$ cat src/rtl/pipe_pkg.sv
// Shared definitions for the pipeline hazard controller: op classes, FSM states,
// stage-control bundles and the writes-register decode.
package pipe_pkg;

  localparam logic [3:0] OP_NOP    = 4'd0;
  localparam logic [3:0] OP_LOAD   = 4'd1;
  localparam logic [3:0] OP_STORE  = 4'd2;
  localparam logic [3:0] OP_ALU    = 4'd3;
  localparam logic [3:0] OP_BRANCH = 4'd4;
  localparam logic [3:0] OP_JUMP   = 4'd5;

  localparam logic [7:0] WAIT_LIMIT = 8'd255;

  typedef enum logic [1:0] {
    ST_RUN,
    ST_LDSTALL,
    ST_MWAIT,
    ST_ERR
  } hz_state_e;

  typedef struct packed {
    logic pc_en;
    logic if2id_en;
    logic id2ex_en;
    logic ex2mem_en;
    logic mem2wb_en;
    logic if2id_flush;
    logic id2ex_flush;
    logic ex2mem_flush;
    logic mem2wb_flush;
    logic pc_sel_jump;
  } ctrl_t;

  localparam ctrl_t CTRL_RUN = '{
    pc_en: 1'b1, if2id_en: 1'b1, id2ex_en: 1'b1, ex2mem_en: 1'b1, mem2wb_en: 1'b1,
    if2id_flush: 1'b0, id2ex_flush: 1'b0, ex2mem_flush: 1'b0, mem2wb_flush: 1'b0,
    pc_sel_jump: 1'b0
  };

  // Everything upstream of MEM holds; MEM->WB keeps moving but carries a bubble.
  localparam ctrl_t CTRL_MWAIT = '{
    pc_en: 1'b0, if2id_en: 1'b0, id2ex_en: 1'b0, ex2mem_en: 1'b0, mem2wb_en: 1'b1,
    if2id_flush: 1'b0, id2ex_flush: 1'b0, ex2mem_flush: 1'b0, mem2wb_flush: 1'b1,
    pc_sel_jump: 1'b0
  };

  localparam ctrl_t CTRL_BRANCH = '{
    pc_en: 1'b1, if2id_en: 1'b1, id2ex_en: 1'b1, ex2mem_en: 1'b1, mem2wb_en: 1'b1,
    if2id_flush: 1'b1, id2ex_flush: 1'b1, ex2mem_flush: 1'b1, mem2wb_flush: 1'b0,
    pc_sel_jump: 1'b1
  };

  localparam ctrl_t CTRL_LDUSE = '{
    pc_en: 1'b0, if2id_en: 1'b0, id2ex_en: 1'b1, ex2mem_en: 1'b1, mem2wb_en: 1'b1,
    if2id_flush: 1'b0, id2ex_flush: 1'b1, ex2mem_flush: 1'b0, mem2wb_flush: 1'b0,
    pc_sel_jump: 1'b0
  };

  localparam ctrl_t CTRL_FROZEN = '{
    pc_en: 1'b0, if2id_en: 1'b0, id2ex_en: 1'b0, ex2mem_en: 1'b0, mem2wb_en: 1'b0,
    if2id_flush: 1'b0, id2ex_flush: 1'b0, ex2mem_flush: 1'b0, mem2wb_flush: 1'b0,
    pc_sel_jump: 1'b0
  };

  function automatic logic writes_reg(input logic [3:0] op);
    return (op == OP_LOAD) || (op == OP_ALU);
  endfunction

endpackage

$ cat src/rtl/pipe_fwd_unit.sv
// Operand forwarding select for one EX source register: MEM result first,
// then WB result, otherwise the register-file value.
module pipe_fwd_unit
  import pipe_pkg::*;
(
  input  logic [4:0] ex_src,
  input  logic [3:0] mem_op_type,
  input  logic [4:0] mem_write_reg,
  input  logic       wb_reg_write,
  input  logic [4:0] wb_write_reg,
  output logic [1:0] fwd
);

  logic mem_hit;
  logic wb_hit;

  always_comb begin
    // Load data is not available in MEM yet; that case is covered by the load-use stall.
    mem_hit = writes_reg(mem_op_type) && (mem_op_type != OP_LOAD) &&
              (mem_write_reg != '0) && (mem_write_reg == ex_src);
    wb_hit  = wb_reg_write && (wb_write_reg != '0) && (wb_write_reg == ex_src);
    fwd     = 2'b00;
    if (mem_hit) begin
      fwd = 2'b10;
    end else if (wb_hit) begin
      fwd = 2'b01;
    end
  end

endmodule

$ cat src/rtl/pipe_hazard_ctrl.sv
// Five-stage pipeline hazard controller: forwarding, load-use stall, branch flush,
// memory-wait hold with timeout. Optional stall counter under HAZARD_STALL_CNT_EN.
module pipe_hazard_ctrl
  import pipe_pkg::*;
(
  input  logic        clk,
  input  logic        reset,
  input  logic [4:0]  id_rs,
  input  logic [4:0]  id_rt,
  input  logic        id_use_rs,
  input  logic        id_use_rt,
  input  logic [3:0]  ex_op_type,
  input  logic [4:0]  ex_rs,
  input  logic [4:0]  ex_rt,
  input  logic [4:0]  ex_write_reg,
  input  logic [3:0]  mem_op_type,
  input  logic [4:0]  mem_write_reg,
  input  logic        mem_branch_taken,
  input  logic        mem_req,
  input  logic        mem_ack,
  input  logic        wb_reg_write,
  input  logic [4:0]  wb_write_reg,
  output logic        pc_en,
  output logic        if2id_en,
  output logic        id2ex_en,
  output logic        ex2mem_en,
  output logic        mem2wb_en,
  output logic        if2id_flush,
  output logic        id2ex_flush,
  output logic        ex2mem_flush,
  output logic        mem2wb_flush,
  output logic        pc_sel_jump,
  output logic [1:0]  fwd_a,
  output logic [1:0]  fwd_b,
  output logic        mem_timeout
`ifdef HAZARD_STALL_CNT_EN
  ,
  output logic [31:0] stall_cycles
`endif
);

  hz_state_e  state_q, state_d;
  logic [7:0] wait_cnt_q, wait_cnt_d;
  logic       mem_timeout_q, mem_timeout_d;
  ctrl_t      ctrl;
  logic       mem_wait;
  logic       load_use;
  logic [1:0] fwd_a_raw;
  logic [1:0] fwd_b_raw;

  pipe_fwd_unit u_fwd_a (
    .ex_src        (ex_rs),
    .mem_op_type   (mem_op_type),
    .mem_write_reg (mem_write_reg),
    .wb_reg_write  (wb_reg_write),
    .wb_write_reg  (wb_write_reg),
    .fwd           (fwd_a_raw)
  );

  pipe_fwd_unit u_fwd_b (
    .ex_src        (ex_rt),
    .mem_op_type   (mem_op_type),
    .mem_write_reg (mem_write_reg),
    .wb_reg_write  (wb_reg_write),
    .wb_write_reg  (wb_write_reg),
    .fwd           (fwd_b_raw)
  );

  always_comb begin
    mem_wait = mem_req && !mem_ack;
    load_use = (ex_op_type == OP_LOAD) && (ex_write_reg != '0) &&
               ((id_use_rs && (id_rs == ex_write_reg)) ||
                (id_use_rt && (id_rt == ex_write_reg)));
  end

  always_comb begin
    state_d       = state_q;
    wait_cnt_d    = wait_cnt_q;
    mem_timeout_d = mem_timeout_q;
    ctrl          = CTRL_RUN;
    if (reset) begin
      state_d       = ST_RUN;
      wait_cnt_d    = '0;
      mem_timeout_d = 1'b0;
    end else if (state_q == ST_ERR) begin
      ctrl = CTRL_FROZEN;
    end else if ((state_q == ST_MWAIT) && !mem_ack) begin
      ctrl       = CTRL_MWAIT;
      wait_cnt_d = wait_cnt_q + 8'd1;
      if (wait_cnt_d == WAIT_LIMIT) begin
        state_d       = ST_ERR;
        mem_timeout_d = 1'b1;
      end
    end else if (mem_wait) begin
      ctrl       = CTRL_MWAIT;
      state_d    = ST_MWAIT;
      wait_cnt_d = '0;
    end else if (mem_branch_taken) begin
      // The ack cycle of MWAIT lands here too: MEM was held, so a pending branch is still visible.
      ctrl    = CTRL_BRANCH;
      state_d = ST_RUN;
    end else if (load_use && (state_q != ST_LDSTALL)) begin
      ctrl    = CTRL_LDUSE;
      state_d = ST_LDSTALL;
    end else begin
      state_d = ST_RUN;
    end
  end

  always_ff @(posedge clk) begin
    state_q       <= state_d;
    wait_cnt_q    <= wait_cnt_d;
    mem_timeout_q <= mem_timeout_d;
  end

  assign pc_en        = ctrl.pc_en;
  assign if2id_en     = ctrl.if2id_en;
  assign id2ex_en     = ctrl.id2ex_en;
  assign ex2mem_en    = ctrl.ex2mem_en;
  assign mem2wb_en    = ctrl.mem2wb_en;
  assign if2id_flush  = ctrl.if2id_flush;
  assign id2ex_flush  = ctrl.id2ex_flush;
  assign ex2mem_flush = ctrl.ex2mem_flush;
  assign mem2wb_flush = ctrl.mem2wb_flush;
  assign pc_sel_jump  = ctrl.pc_sel_jump;
  assign fwd_a        = reset ? 2'b00 : fwd_a_raw;
  assign fwd_b        = reset ? 2'b00 : fwd_b_raw;
  assign mem_timeout  = mem_timeout_q;

`ifdef HAZARD_STALL_CNT_EN
  logic [31:0] stall_cycles_q, stall_cycles_d;

  always_comb begin
    stall_cycles_d = stall_cycles_q;
    if (reset) begin
      stall_cycles_d = '0;
    end else if (!ctrl.pc_en && (state_q != ST_ERR)) begin
      stall_cycles_d = stall_cycles_q + 32'd1;
    end
  end

  always_ff @(posedge clk) begin
    stall_cycles_q <= stall_cycles_d;
  end

  assign stall_cycles = stall_cycles_q;
`endif

endmodule
$ cat config.mk
export PLATFORM = sky130hd
export DESIGN_NAME = pipe_hazard_ctrl
export DESIGN_NICKNAME = d
export VERILOG_FILES = /design/src/rtl/pipe_pkg.sv /design/src/rtl/pipe_fwd_unit.sv /design/src/rtl/pipe_hazard_ctrl.sv
export SDC_FILE = /design/constraint.sdc
export NUM_CORES = 1
export LEC_CHECK = 0
export BUFFER_PORTS_ARGS = -buffer_cell sky130_fd_sc_hd__buf_4
export CORE_UTILIZATION = 47
export DETAILED_ROUTE_END_ITERATION = 10
export GPL_TIMING_DRIVEN = 1
export PLACE_DENSITY = 0.92
export SYNTH_ARGS = -nofsm -noshare
export SYNTH_HDL_FRONTEND = slang
export SYNTH_SLANG_ARGS = --single-unit
$ cat constraint.sdc
create_clock -name clk -period 2.6 [get_ports clk]
set_input_delay 0.52 -clock clk [delete_from_list [all_inputs] [get_ports clk]]
set_output_delay 0.52 -clock clk [all_outputs]
set_load 0.005 [all_outputs]
==> results_dict.tcl <==
set metrics [dict create \
    dieArea_um2 2540 \
    die_x_um 50.4 \
    p_comb_frac 0.360 \
    synthesis.area_um2 1100 \
    dr_total_vias 1338 \
    cts.reportedPaths.clkPinSlew_ns 0.08 \
    grt_max_degree 20 \
    ys_seq_area_frac 0.200 \
    pwr-share-seq 0.375 \
    reg2reg_depth 6 \
    worstSetupEndpointType "primary output" \
    clockRootBuffer "clkbuf_4" \
    antenna-diode-count 0 \
    drc_errors 1 \
    met2_usage 0.511 \
    gp_congestion 0.796 \
    critPathKind "in2out" \
    syn_avg_cell_area_um2 7.55 \
    violations "DRC" \
    num_rows 17 \
    grt_pass1_wl_um 5160 \
    slew_viol_final 0 \
    ir_drop_mv 0.194 \
    finalHoldViolCount 0 \
    drt_iter0_drc 46 \
    ctsHoldBuffers 0 \
    start_kind "input pin" \
    grt_busiest_layer "met2" \
    tns_ns 0 \
    post-dp-hpwl_um 2540 \
    switching_share 0.291 \
    met3_usage 0.0273 \
    rsz0062_at_grt "no" \
    synthSimpleGateAreaFrac 0.310 \
    antenna_found_initial 0 \
    leakage_nw 0.659 \
    synthCells 146 \
    synth-xor-area-share 0.254 \
    arrival_ns 1.79 \
    dieHeight_um 50.4 \
    initial_core_util 0.498 \
    synthAdderAreaFrac 0.0227 \
    yosysWarnings 0 \
    syn_to_final_growth_pct 46.3 \
    p_sw_uw 133 \
    core_um2 2210 \
    synth_nets 199 \
    wl_per_cell_um 13.7 \
    finalSetupViolCount 0 \
    synth_compound_area_frac 0.152 \
    clock.fmax_mhz 433 \
    cts.path.max_buffers 2 \
    cp_max_fo 3 \
    tritoncts "built" \
    port_buffers 65 \
    required_ns 2.08 \
    synth_cell_types 36 \
    power_frac_clock 0.265 \
    fin_crit_sh 0.889 \
    drive_gt1_frac 0.335 \
    viasPerCell 5.65 \
    ant_nets 0 \
    grt_usage 0.261 \
    ios 66 \
    hold_depth 2 \
    grt_pass1_vias 1313 \
    clk_latency_ns 0.27 \
    max-slew-margin-rel 0.667 \
    finClkSkew_ns 0.00624 \
    drv_cap 0 \
    synthMuxAreaShare 0.00908 \
    tightest_slew_ns 0.500 \
    synth_top_family_by_area "simple AND/OR/NAND/NOR gates" \
    postCtsSetupBuffers 0 \
    powerDensity_nw_per_um2 283 \
    h-tree-depth 1 \
    nNetsFinal 263 \
    clock-sinks 11 \
    grt_use_met1 0.263 \
    status "finished with violations" \
    hp-class "reg2reg" \
    power.total_uw 456 \
    wl_um 3240 \
    ys_seq_elements 11 \
    cts_made_buffers 3 \
    nFillCells 176 \
    overflow 0 \
    p_int_uw 323 \
    dr.pass1.iters 9 \
    fin_crit_ns 2.31 \
    cts-resized-gates 0 \
]
[logic make-up (layout without fill, tap and decap cells)]
group | count (synthesis) | count (layout)
adder cells (fa/ha/maj) | 2 | 2
AND/OR/NAND/NOR | 61 | 61
multiplexers | 1 | 1
buffers and inverters | 11 | 74
AO/OA/AOI/OAI | 28 | 28
XOR/XNOR | 32 | 32
flip-flops | 11 | 11
[power groups by stage]
stage	registers (mW)	clock network, mW	logic, mW
after floorplan	0.175	0	0.0696
after global placement	0.175	0	0.156
after detailed placement	0.175	0	0.163
after CTS	0.171	0.119	0.163
after global routing	0.171	0.129	0.176
final	0.171	0.121	0.164
[worst paths after layout]
check             slack (ns)             start           to
setup / recovery        0.29  mem_write_reg[0]     fwd_b[1]
hold / removal          0.48       mem_timeout  mem_timeout
hold reg to reg         0.48       mem_timeout  mem_timeout
setup reg to reg        0.91     wait_cnt_q[1]   state_q[0]
[synth_stat cells]
library cell | count | area share
a211oi_1 | 1 | 0.0068
nor3_1 | 2 | 0.0091
and2_1 | 1 | 0.0057
nor4b_1 | 1 | 0.0079
nor4_1 | 3 | 0.017
nand3b_1 | 1 | 0.0068
a21oi_1 | 8 | 0.036
nor4b_2 | 1 | 0.014
nand2_1 | 9 | 0.031
clkbuf_1 | 1 | 0.0034
nor2b_1 | 6 | 0.034
or4_1 | 4 | 0.027
a31oi_1 | 5 | 0.028
xor2_1 | 11 | 0.087
nand4_1 | 3 | 0.017
dfxtp_1 | 11 | 0.20
nand2b_1 | 2 | 0.011
nor3b_1 | 2 | 0.014
buf_2 | 1 | 0.0045
and3_4 | 1 | 0.010
o21a_1 | 1 | 0.0068
o21ai_1 | 1 | 0.0045
a311oi_1 | 2 | 0.016
o22ai_1 | 2 | 0.011
xnor2_1 | 21 | 0.17
o221ai_1 | 1 | 0.0079
inv_1 | 5 | 0.017
and4b_1 | 2 | 0.018
mux2i_1 | 1 | 0.0091
ha_1 | 2 | 0.023
nor2_1 | 16 | 0.054
o21ai_0 | 6 | 0.027
a22oi_1 | 1 | 0.0068
buf_4 | 4 | 0.027
and3_1 | 1 | 0.0057
nand3_1 | 6 | 0.027
[worst max-delay path, cell delays in order]
cell and delay (ns):
buf_4 0.13, or4_1 0.53, o21ai_1 0.17, nor4_1 0.10, and4b_1 0.22, buf_4 0.13
[registers in the layout, indices dropped and copies added, names as in the netlist]
signal       cells
state_q          2
mem_timeout      1
wait_cnt_q       8
[layout make-up]
cell class / count / area (um^2) / area share
Tap cell: 28 / 35.0 / 0.0217
Timing Repair Buffer: 65 / 488 / 0.303
Multi-Input combinational cell: 124 / 825 / 0.511
Clock buffer: 4 / 26.3 / 0.0163
Inverter: 5 / 18.8 / 0.0116
Sequential cell: 11 / 220 / 0.137
[layout by cell type, fill, tap and decap left out, drive strengths merged, types with 3 or more instances in the layout]
| master | count |
|---|---|
| buf | 65 |
| xnor2 | 21 |
| nor2 | 16 |
| xor2 | 11 |
| dfxtp | 11 |
| nand2 | 9 |
| a21oi | 8 |
| o21ai | 7 |
| nor2b | 6 |
| nand3 | 6 |
| inv | 5 |
| a31oi | 5 |
| or4 | 4 |
| clkbuf | 4 |
| nand4 | 3 |
| nor4 | 3 |
[per-layer routing]
metal / part of all wire / vias up
met5: 0 / -
met1: 0.38 / 593
met4: 0.030 / 0
met3: 0.079 / 15
met2: 0.51 / 89
li1: - / 641
[metrics by stage]
step	setup WS (ns)	cell area (um^2)	util	cells	hold WS (ns)
after floorplan	0.458	1100	-	146	0.462
after global placement	0.319	1590	0.717	233	0.465
after detailed placement	0.294	1590	0.717	233	0.471
after CTS	0.294	1610	0.729	237	0.483
after global routing	0.176	1610	0.729	237	0.508
final	0.289	1610	0.729	237	0.480
Note: power is estimated with default switching activity, not from simulation.
